===== config.mk =====
export PLATFORM = sky130hd
export DESIGN_NAME = datapath_pipe
export DESIGN_NICKNAME = d
export VERILOG_FILES = /design/src/rtl/datapath_pipe.sv
export SDC_FILE = /design/constraint.sdc
export NUM_CORES = 2
export LEC_CHECK = 0
export CAP_MARGIN = 10
export CORE_MARGIN = 2
export CORE_UTILIZATION = 40
export DETAILED_ROUTE_END_ITERATION = 6
export GPL_TIMING_DRIVEN = 0
export HOLD_SLACK_MARGIN = 0.1
export PLACE_DENSITY_LB_ADDON = 0.05
export SETUP_SLACK_MARGIN = 0.2
export SYNTH_ARGS = -nofsm -noshare
export SYNTH_HDL_FRONTEND = slang
export SYNTH_SLANG_ARGS = --single-unit

===== constraint.sdc =====
create_clock -name clk -period 7.6 [get_ports clk]
set_input_delay 0.76 -clock clk [delete_from_list [all_inputs] [get_ports clk]]
set_output_delay 0.76 -clock clk [all_outputs]
set_load 0.005 [all_outputs]

===== src/rtl/datapath_pipe.sv =====
// Three-stage (RD / EX / WB) pipelined KGP-RISC datapath: register bank, ALU, handshaked data-memory port.
// Optional macro DP_FORWARD_EN: forward operands from EX/WB instead of interlocking until the producer commits.

module datapath_pipe #(
    parameter int XLEN  = 32,
    parameter int NREG  = 32,
    parameter int IMM_W = 21,
    parameter int SH_W  = 5,
    localparam int AW   = $clog2(NREG)
) (
    input  logic             clk,
    input  logic             rst,
    input  logic             in_valid,
    output logic             in_ready,
    input  logic [AW-1:0]    regAddr_1,
    input  logic [AW-1:0]    regAddr_2,
    input  logic             regWriteEnable,
    input  logic             regWrite_select,
    input  logic             reg_to_pc,
    input  logic [XLEN-1:0]  npc,
    input  logic             reg_data,
    input  logic             ALU_src,
    input  logic             const_src,
    input  logic [IMM_W-1:0] immediate_const,
    input  logic [SH_W-1:0]  shift_amount,
    input  logic [3:0]       alu_control,
    input  logic             MemRead,
    input  logic             MemWrite,
    output logic             mem_req,
    output logic             mem_we,
    output logic [XLEN-1:0]  mem_addr,
    output logic [XLEN-1:0]  mem_wdata,
    input  logic             mem_ack,
    input  logic [XLEN-1:0]  mem_rdata,
    output logic             out_valid,
    output logic [XLEN-1:0]  alu_result,
    output logic             zero_flag,
    output logic             carry_flag,
    output logic             sign_flag,
    output logic             overflow_flag
);

    typedef enum logic [3:0] {
        OP_ADD = 4'd0, OP_SUB, OP_AND, OP_OR, OP_XOR, OP_SLL, OP_SRL, OP_SRA, OP_PASSB
    } alu_op_e;

    localparam logic [AW-1:0] LINK_REG = AW'(NREG - 1);

    logic [XLEN-1:0] rf_q [NREG];
    logic [XLEN-1:0] rf_d [NREG];

    logic            ex_valid_q, ex_valid_d, ex_mem_rd_q, ex_mem_rd_d, ex_mem_wr_q, ex_mem_wr_d;
    logic            ex_we_q, ex_we_d, ex_reg_data_q, ex_reg_data_d, ex_link_q, ex_link_d;
    logic [XLEN-1:0] ex_a_q, ex_a_d, ex_b_q, ex_b_d, ex_rs2_q, ex_rs2_d, ex_npc_q, ex_npc_d;
    logic [3:0]      ex_op_q, ex_op_d;
    logic [AW-1:0]   ex_dest_q, ex_dest_d;

    logic            wb_valid_q, wb_valid_d, wb_we_q, wb_we_d;
    logic [AW-1:0]   wb_dest_q, wb_dest_d;
    logic [XLEN-1:0] wb_wdata_q, wb_wdata_d;

    logic [XLEN-1:0] alu_result_q, alu_result_d;
    logic            zero_q, zero_d, carry_q, carry_d, sign_q, sign_d, ovf_q, ovf_d;

    logic [AW-1:0]   rd_addr1, rd_dest;
    logic            use_b, accept, hazard_stall;
    logic            ex_is_mem, ex_done, ex_busy, ex_wr, wb_wr;
    logic [XLEN-1:0] rs1_val, rs2_val, const_val, ex_wdata;
    logic [XLEN-1:0] alu_res;
    logic            alu_carry, alu_ovf;
    logic [XLEN:0]   sum_add, sum_sub;
    logic [SH_W-1:0] sh;

    assign rd_addr1  = reg_to_pc ? LINK_REG : regAddr_1;
    assign rd_dest   = reg_to_pc ? LINK_REG : (regWrite_select ? regAddr_2 : regAddr_1);
    assign use_b     = !ALU_src || MemWrite;
    assign ex_is_mem = ex_mem_rd_q || ex_mem_wr_q;
    assign ex_done   = ex_valid_q && (!ex_is_mem || mem_ack);
    assign ex_busy   = ex_valid_q && ex_is_mem;
    assign ex_wr     = ex_valid_q && ex_we_q;
    assign wb_wr     = wb_valid_q && wb_we_q;
    assign ex_wdata  = ex_link_q ? ex_npc_q : (ex_reg_data_q ? mem_rdata : alu_res);
    assign const_val = const_src ? XLEN'(shift_amount) : XLEN'($signed(immediate_const));

`ifdef DP_FORWARD_EN
    logic [XLEN-1:0] ex_fwd;
    logic            ex_load;
    assign ex_fwd  = ex_link_q ? ex_npc_q : alu_res;
    assign ex_load = ex_reg_data_q && !ex_link_q;
    assign hazard_stall = ex_wr && ex_load &&
                          (ex_dest_q == rd_addr1 || (use_b && ex_dest_q == regAddr_2));
`else
    assign hazard_stall =
        (ex_wr && (ex_dest_q == rd_addr1 || (use_b && ex_dest_q == regAddr_2))) ||
        (wb_wr && (wb_dest_q == rd_addr1 || (use_b && wb_dest_q == regAddr_2)));
`endif

    assign in_ready = !rst && !ex_busy && !hazard_stall;
    assign accept   = in_valid && in_ready;

    // Register read; a same-cycle WB write is bypassed so RD sees the new value.
    always_comb begin
        rs1_val = rf_q[rd_addr1];
        rs2_val = rf_q[regAddr_2];
        if (wb_wr && wb_dest_q == rd_addr1)  rs1_val = wb_wdata_q;
        if (wb_wr && wb_dest_q == regAddr_2) rs2_val = wb_wdata_q;
`ifdef DP_FORWARD_EN
        if (ex_wr && !ex_load && ex_dest_q == rd_addr1)  rs1_val = ex_fwd;
        if (ex_wr && !ex_load && ex_dest_q == regAddr_2) rs2_val = ex_fwd;
`endif
    end

    always_comb begin
        sum_add   = {1'b0, ex_a_q} + {1'b0, ex_b_q};
        sum_sub   = {1'b0, ex_a_q} + {1'b0, ~ex_b_q} + {{XLEN{1'b0}}, 1'b1};
        sh        = ex_b_q[SH_W-1:0];
        alu_res   = '0;
        alu_carry = 1'b0;
        alu_ovf   = 1'b0;
        case (ex_op_q)
            OP_ADD: begin
                alu_res   = sum_add[XLEN-1:0];
                alu_carry = sum_add[XLEN];
                alu_ovf   = (ex_a_q[XLEN-1] == ex_b_q[XLEN-1]) && (alu_res[XLEN-1] != ex_a_q[XLEN-1]);
            end
            OP_SUB: begin
                alu_res   = sum_sub[XLEN-1:0];
                alu_carry = sum_sub[XLEN];
                alu_ovf   = (ex_a_q[XLEN-1] != ex_b_q[XLEN-1]) && (alu_res[XLEN-1] != ex_a_q[XLEN-1]);
            end
            OP_AND:   alu_res = ex_a_q & ex_b_q;
            OP_OR:    alu_res = ex_a_q | ex_b_q;
            OP_XOR:   alu_res = ex_a_q ^ ex_b_q;
            OP_SLL:   alu_res = ex_a_q << sh;
            OP_SRL:   alu_res = ex_a_q >> sh;
            OP_SRA:   alu_res = XLEN'($signed(ex_a_q) >>> sh);
            OP_PASSB: alu_res = ex_b_q;
            default:  alu_res = '0;
        endcase
    end

    assign mem_req   = ex_busy;
    assign mem_we    = ex_busy && ex_mem_wr_q;
    assign mem_addr  = alu_res;
    assign mem_wdata = ex_rs2_q;

    // RD/EX register holds during a memory stall; accept only happens when EX is free or retiring.
    always_comb begin
        ex_valid_d    = ex_valid_q && !ex_done;
        ex_a_d        = ex_a_q;
        ex_b_d        = ex_b_q;
        ex_rs2_d      = ex_rs2_q;
        ex_op_d       = ex_op_q;
        ex_mem_rd_d   = ex_mem_rd_q;
        ex_mem_wr_d   = ex_mem_wr_q;
        ex_we_d       = ex_we_q;
        ex_dest_d     = ex_dest_q;
        ex_reg_data_d = ex_reg_data_q;
        ex_link_d     = ex_link_q;
        ex_npc_d      = ex_npc_q;
        if (accept) begin
            ex_valid_d    = 1'b1;
            ex_a_d        = rs1_val;
            ex_b_d        = ALU_src ? const_val : rs2_val;
            ex_rs2_d      = rs2_val;
            ex_op_d       = alu_control;
            ex_mem_wr_d   = MemWrite;
            ex_mem_rd_d   = MemRead && !MemWrite;
            ex_we_d       = regWriteEnable;
            ex_dest_d     = rd_dest;
            ex_reg_data_d = reg_data;
            ex_link_d     = reg_to_pc;
            ex_npc_d      = npc;
        end
    end

    always_comb begin
        wb_valid_d   = ex_done;
        wb_we_d      = ex_we_q;
        wb_dest_d    = ex_dest_q;
        wb_wdata_d   = ex_wdata;
        alu_result_d = ex_done ? alu_res : alu_result_q;
        zero_d       = ex_done ? (alu_res == '0) : zero_q;
        sign_d       = ex_done ? alu_res[XLEN-1] : sign_q;
        carry_d      = ex_done ? alu_carry : carry_q;
        ovf_d        = ex_done ? alu_ovf : ovf_q;
        rf_d         = rf_q;
        if (wb_wr) rf_d[wb_dest_q] = wb_wdata_q;
    end

    always_ff @(posedge clk) begin
        if (rst) begin
            for (int i = 0; i < NREG; i++) rf_q[i] <= '0;
            ex_valid_q <= 1'b0; ex_a_q <= '0; ex_b_q <= '0; ex_rs2_q <= '0; ex_op_q <= '0;
            ex_mem_rd_q <= 1'b0; ex_mem_wr_q <= 1'b0; ex_we_q <= 1'b0; ex_dest_q <= '0;
            ex_reg_data_q <= 1'b0; ex_link_q <= 1'b0; ex_npc_q <= '0;
            wb_valid_q <= 1'b0; wb_we_q <= 1'b0; wb_dest_q <= '0; wb_wdata_q <= '0;
            alu_result_q <= '0; zero_q <= 1'b0; carry_q <= 1'b0; sign_q <= 1'b0; ovf_q <= 1'b0;
        end else begin
            rf_q <= rf_d;
            ex_valid_q <= ex_valid_d; ex_a_q <= ex_a_d; ex_b_q <= ex_b_d; ex_rs2_q <= ex_rs2_d;
            ex_op_q <= ex_op_d; ex_mem_rd_q <= ex_mem_rd_d; ex_mem_wr_q <= ex_mem_wr_d;
            ex_we_q <= ex_we_d; ex_dest_q <= ex_dest_d; ex_reg_data_q <= ex_reg_data_d;
            ex_link_q <= ex_link_d; ex_npc_q <= ex_npc_d;
            wb_valid_q <= wb_valid_d; wb_we_q <= wb_we_d; wb_dest_q <= wb_dest_d; wb_wdata_q <= wb_wdata_d;
            alu_result_q <= alu_result_d; zero_q <= zero_d; carry_q <= carry_d;
            sign_q <= sign_d; ovf_q <= ovf_d;
        end
    end

    assign out_valid     = wb_valid_q;
    assign alu_result    = alu_result_q;
    assign zero_flag     = zero_q;
    assign carry_flag    = carry_q;
    assign sign_flag     = sign_q;
    assign overflow_flag = ovf_q;

endmodule


==> qor.csv <==
stage;metric;value;unit
run_status;outcome;finished with violations;
run_status;violations;DRC, capacitance limit, slew limit;
synthesis;synth_area;70600;um2
clock_network;clock-sinks;1241;
setup_path;crit_slowest_cell;buf_1;
synthesis;yosysWarnings;0;
place;io_buffer_count;212;
sta;worst_pin_slew;1.52;ns
power_and_ir_drop;cellLeakagePower;26.4;nW
route;routed_wl;416;mm
clock_network;clk_pin_slew;0.06;ns
global_routing;antenna_found_initial;22;
run;maxCapViolations;2;
sta;maxSlewViolCount;4;
layout;area_delta_synth_final;16.0;%
sta;finalHoldViolCount;0;
die;io-pin-count;220;
route;vias_per_cell;6.41;
global_routing;grt_util_all_layers;44.9;%
setup_path;crit_chain;buf_2 > buf_1 > buf_1 > mux2i_1 > mux2_2 > nor2_1 > a21oi_1 > mux2i_1 > a211oi_1 > o21ai_1 > a211oi_4 > inv_1 > clkdlybuf4s50_1;
setup_path;critPathKind;flip-flop to primary output;
sta;slew-limit-headroom;-2.33;%
synthesis;seq_area_frac_synth;35.2;%
die;coreArea;176000;um2
route;post_drt_wl_per_cell;36.5;um
die;dieHeight;424;um
sta;finalSetupViolations;0;
global_routing;gr-total-overflow;0;
synthesis;synth.avg_cell_area;8.30;um2
sta;finalClockSkew;0.0706;ns
layout;fin_nets;9137;
place;hpwl;328;mm
sta;finalCritPeriodShare;99.8;%
die;start_util;40.2;%
setup_path;r2r_slack;0.60;ns
setup_path;cp-end-kind;primary output;
setup_path;cp.required;6.84;ns
clock_network;ctsHtreeMaxLevel;4;
synthesis;ys_ff_latch;1241;
setup_path;crit_path_start_kind;flip-flop;
die;die-area;180000;um2
synthesis;yosys-top-cells-area;dfxtp_1, mux4_2, nand2_1;
layout;final_layout_size_suffix_gt1_share;11.8;%
clock_network;cts_buffer_depth;3;
clock_network;clock-root-buffer;clkbuf_16;
place;place.gp.congestion;1.07;
layout;layout_commonest_cell;nand2_1;
route;drtIter0Drc;9858;
synthesis;syn_inst;8501;
synthesis;async_flop_share;0;%
setup_path;critPathArrivalTime;6.82;ns
die;core.rowCount;154;
power_and_ir_drop;ir_worst_vdd;0.191;mV
global_routing;grt_pass1_vias;69500;
synthesis;synth_edf_count;0;
synthesis;ys.flop_type;dfxtp_1;
route;dr.pass1.iters;7;
hold_path;hold_path.class;flip-flop to flip-flop;
sta;setup_tns;0;ns
global_routing;grt_pass1_wl;561;mm
sta;finalCriticalPeriod;7.58;ns
route;drc;5;
global_routing;grt_max_degree;17;
clock_network;cts_tree;done;
sta;hold_ws;0.453;ns
synthesis;synth_nets;8716;
layout;num-fill-cells;17700;
clock_network;cts_buffers;147;
route;ant_nets;0;
clock_network;clock_latency;0.85;ns
layout;mostFrequentLayoutCells;nand2_1, a21oi_1, dfxtp_1;
route;num_vias;73000;
die;die_w;424;um
synthesis;synth_cell_types;91;
setup_path;cpPeakStageDelay;0.79;ns
sta;rsz0062_at_grt;true;
synthesis;synth_top_area_share;35.2;%
sta;clock.fmax;0.132;GHz
synthesis;synth_top_area_cell;dfxtp_1;
power_and_ir_drop;power.density;206;nW/um2
setup_path;crit_fanout;10;
==> routing by layer <==
| layer | share of wire (%) | GRT usage, % | vias to the layer above |
|---|---|---|---|
| li1 | - | - | 30600 |
| met1 | 35 | 51.6 | 35700 |
| met2 | 44 | 70.0 | 5134 |
| met3 | 11 | 13.5 | 1482 |
| met4 | 9.4 | 35.0 | 16 |
| met5 | 0.030 | 0.0529 | - |
==> critical path: cells and delay by family (launching register included) <==
family / cells / cell delay (ns)
AND/OR/NAND/NOR: 1 / 0.04
multiplexers: 3 / 0.76
buffers and inverters: 5 / 2.66
flip-flops: 1 / 0.73
AO/OA/AOI/OAI: 4 / 1.82
==> final cells by class <==
cell class                 count  area, um2  area share, %
timing repair buffer         273       2910           3.56
multi-input combinational   6271      42100           51.4
sequential                  1241      24800           30.3
tap                         2340       2930           3.58
inverter                     119        447          0.545
buffer                       869       3390           4.13
clock inverter                63       1040           1.28
antenna                        9       22.5         0.0275
clock buffer                 200       4190           5.12
==> through the flow <==
stage                     power (mW)  std cells  instance area, um2  setup slack (ns)  util, %
after floorplan                 7.87       8501               70600              2.57        -
after global placement          9.06      11100               75600             -1.49     43.0
after detailed placement        9.08      11100               76200             -1.13     43.4
after CTS                       16.8      11400               81600             0.201     46.4
after global routing            17.2      11400               81900            0.0552     46.6
final                           16.9      11400               81900            0.0160     46.6
==> logic make-up (layout without fill, tap and decap cells) <==
logic type	Yosys count	in the layout	synth area share [%]
compound gates	1912	1912	15.5
xor+xnor	36	36	0.447
fa+ha+maj	99	99	1.78
buf+inv	989	1524	5.40
flops	1241	1241	35.2
mux	757	757	22.1
other cells	0	9	0
simple gates	3467	3467	19.5
==> Yosys cell counts, types with 8 or more instances <==
library cell / count
nand3_1: 73
a211oi_1: 90
o22ai_1: 10
o221ai_1: 17
a22o_1: 11
a22oi_1: 22
o31ai_1: 14
o21a_1: 12
o211a_1: 9
a31oi_1: 54
nor3_1: 62
nor2b_1: 39
mux2i_1: 96
mux2_2: 14
nand2b_1: 31
buf_2: 24
nor4_1: 16
a21o_1: 10
o21ai_0: 161
and3_1: 9
or3_1: 9
inv_1: 113
o21ai_1: 11
buf_1: 85
a21oi_1: 1290
nand4_1: 23
a2111oi_0: 13
xor2_1: 11
mux4_2: 642
nor2_1: 625
o21bai_1: 8
or2_2: 10
ha_1: 97
a221oi_1: 26
and2_1: 17
o211ai_1: 28
clkbuf_1: 745
nand3b_1: 11
xnor2_1: 25
nand2_1: 2512
a311oi_1: 37
dfxtp_1: 1241
a221o_1: 10
==> worst paths after layout <==
path                        startpoint  depth (start not counted)                   endpoint
min          mem_wdata[2]$_SDFFE_PP0P_                          2  mem_wdata[2]$_SDFFE_PP0P_
min reg2reg  mem_wdata[2]$_SDFFE_PP0P_                          2  mem_wdata[2]$_SDFFE_PP0P_
max             ex_b_q[2]$_SDFFE_PP0P_                         13               mem_addr[31]
max reg2reg     ex_b_q[2]$_SDFFE_PP0P_                         15     zero_flag$_SDFFE_PP0P_
==> registers in the layout (all words and copies together), names as in the netlist, 4 cells and up <==
| signal | flops |
|---|---|
| alu_result | 32 |
| ex_a_q | 32 |
| ex_b_q | 32 |
| ex_dest_q | 5 |
| ex_npc_q | 32 |
| ex_op_q | 4 |
| mem_wdata | 32 |
| rf_q | 1024 |
| wb_dest_q | 5 |
| wb_wdata_q | 32 |
==> repair_timing <==
action                                  in CTS  in global routing
hold buffers                                 0                  0
gates resized for setup                     27                 10
hold endpoints to repair                     0                  0
gates cloned                                 0                  0
setup buffers                                1                  1
pin swaps                                    2                  3
endpoints found under the setup margin      29                 10
==> power by group <==
| group | switching [mW] | internal (mW) |
|---|---|---|
| registers | 0.0522 | 6.56 |
| logic | 1.83 | 0.655 |
| clock network | 3.25 | 4.55 |
| total | 5.14 | 11.8 |
Note: power is estimated with default switching activity, not from simulation.
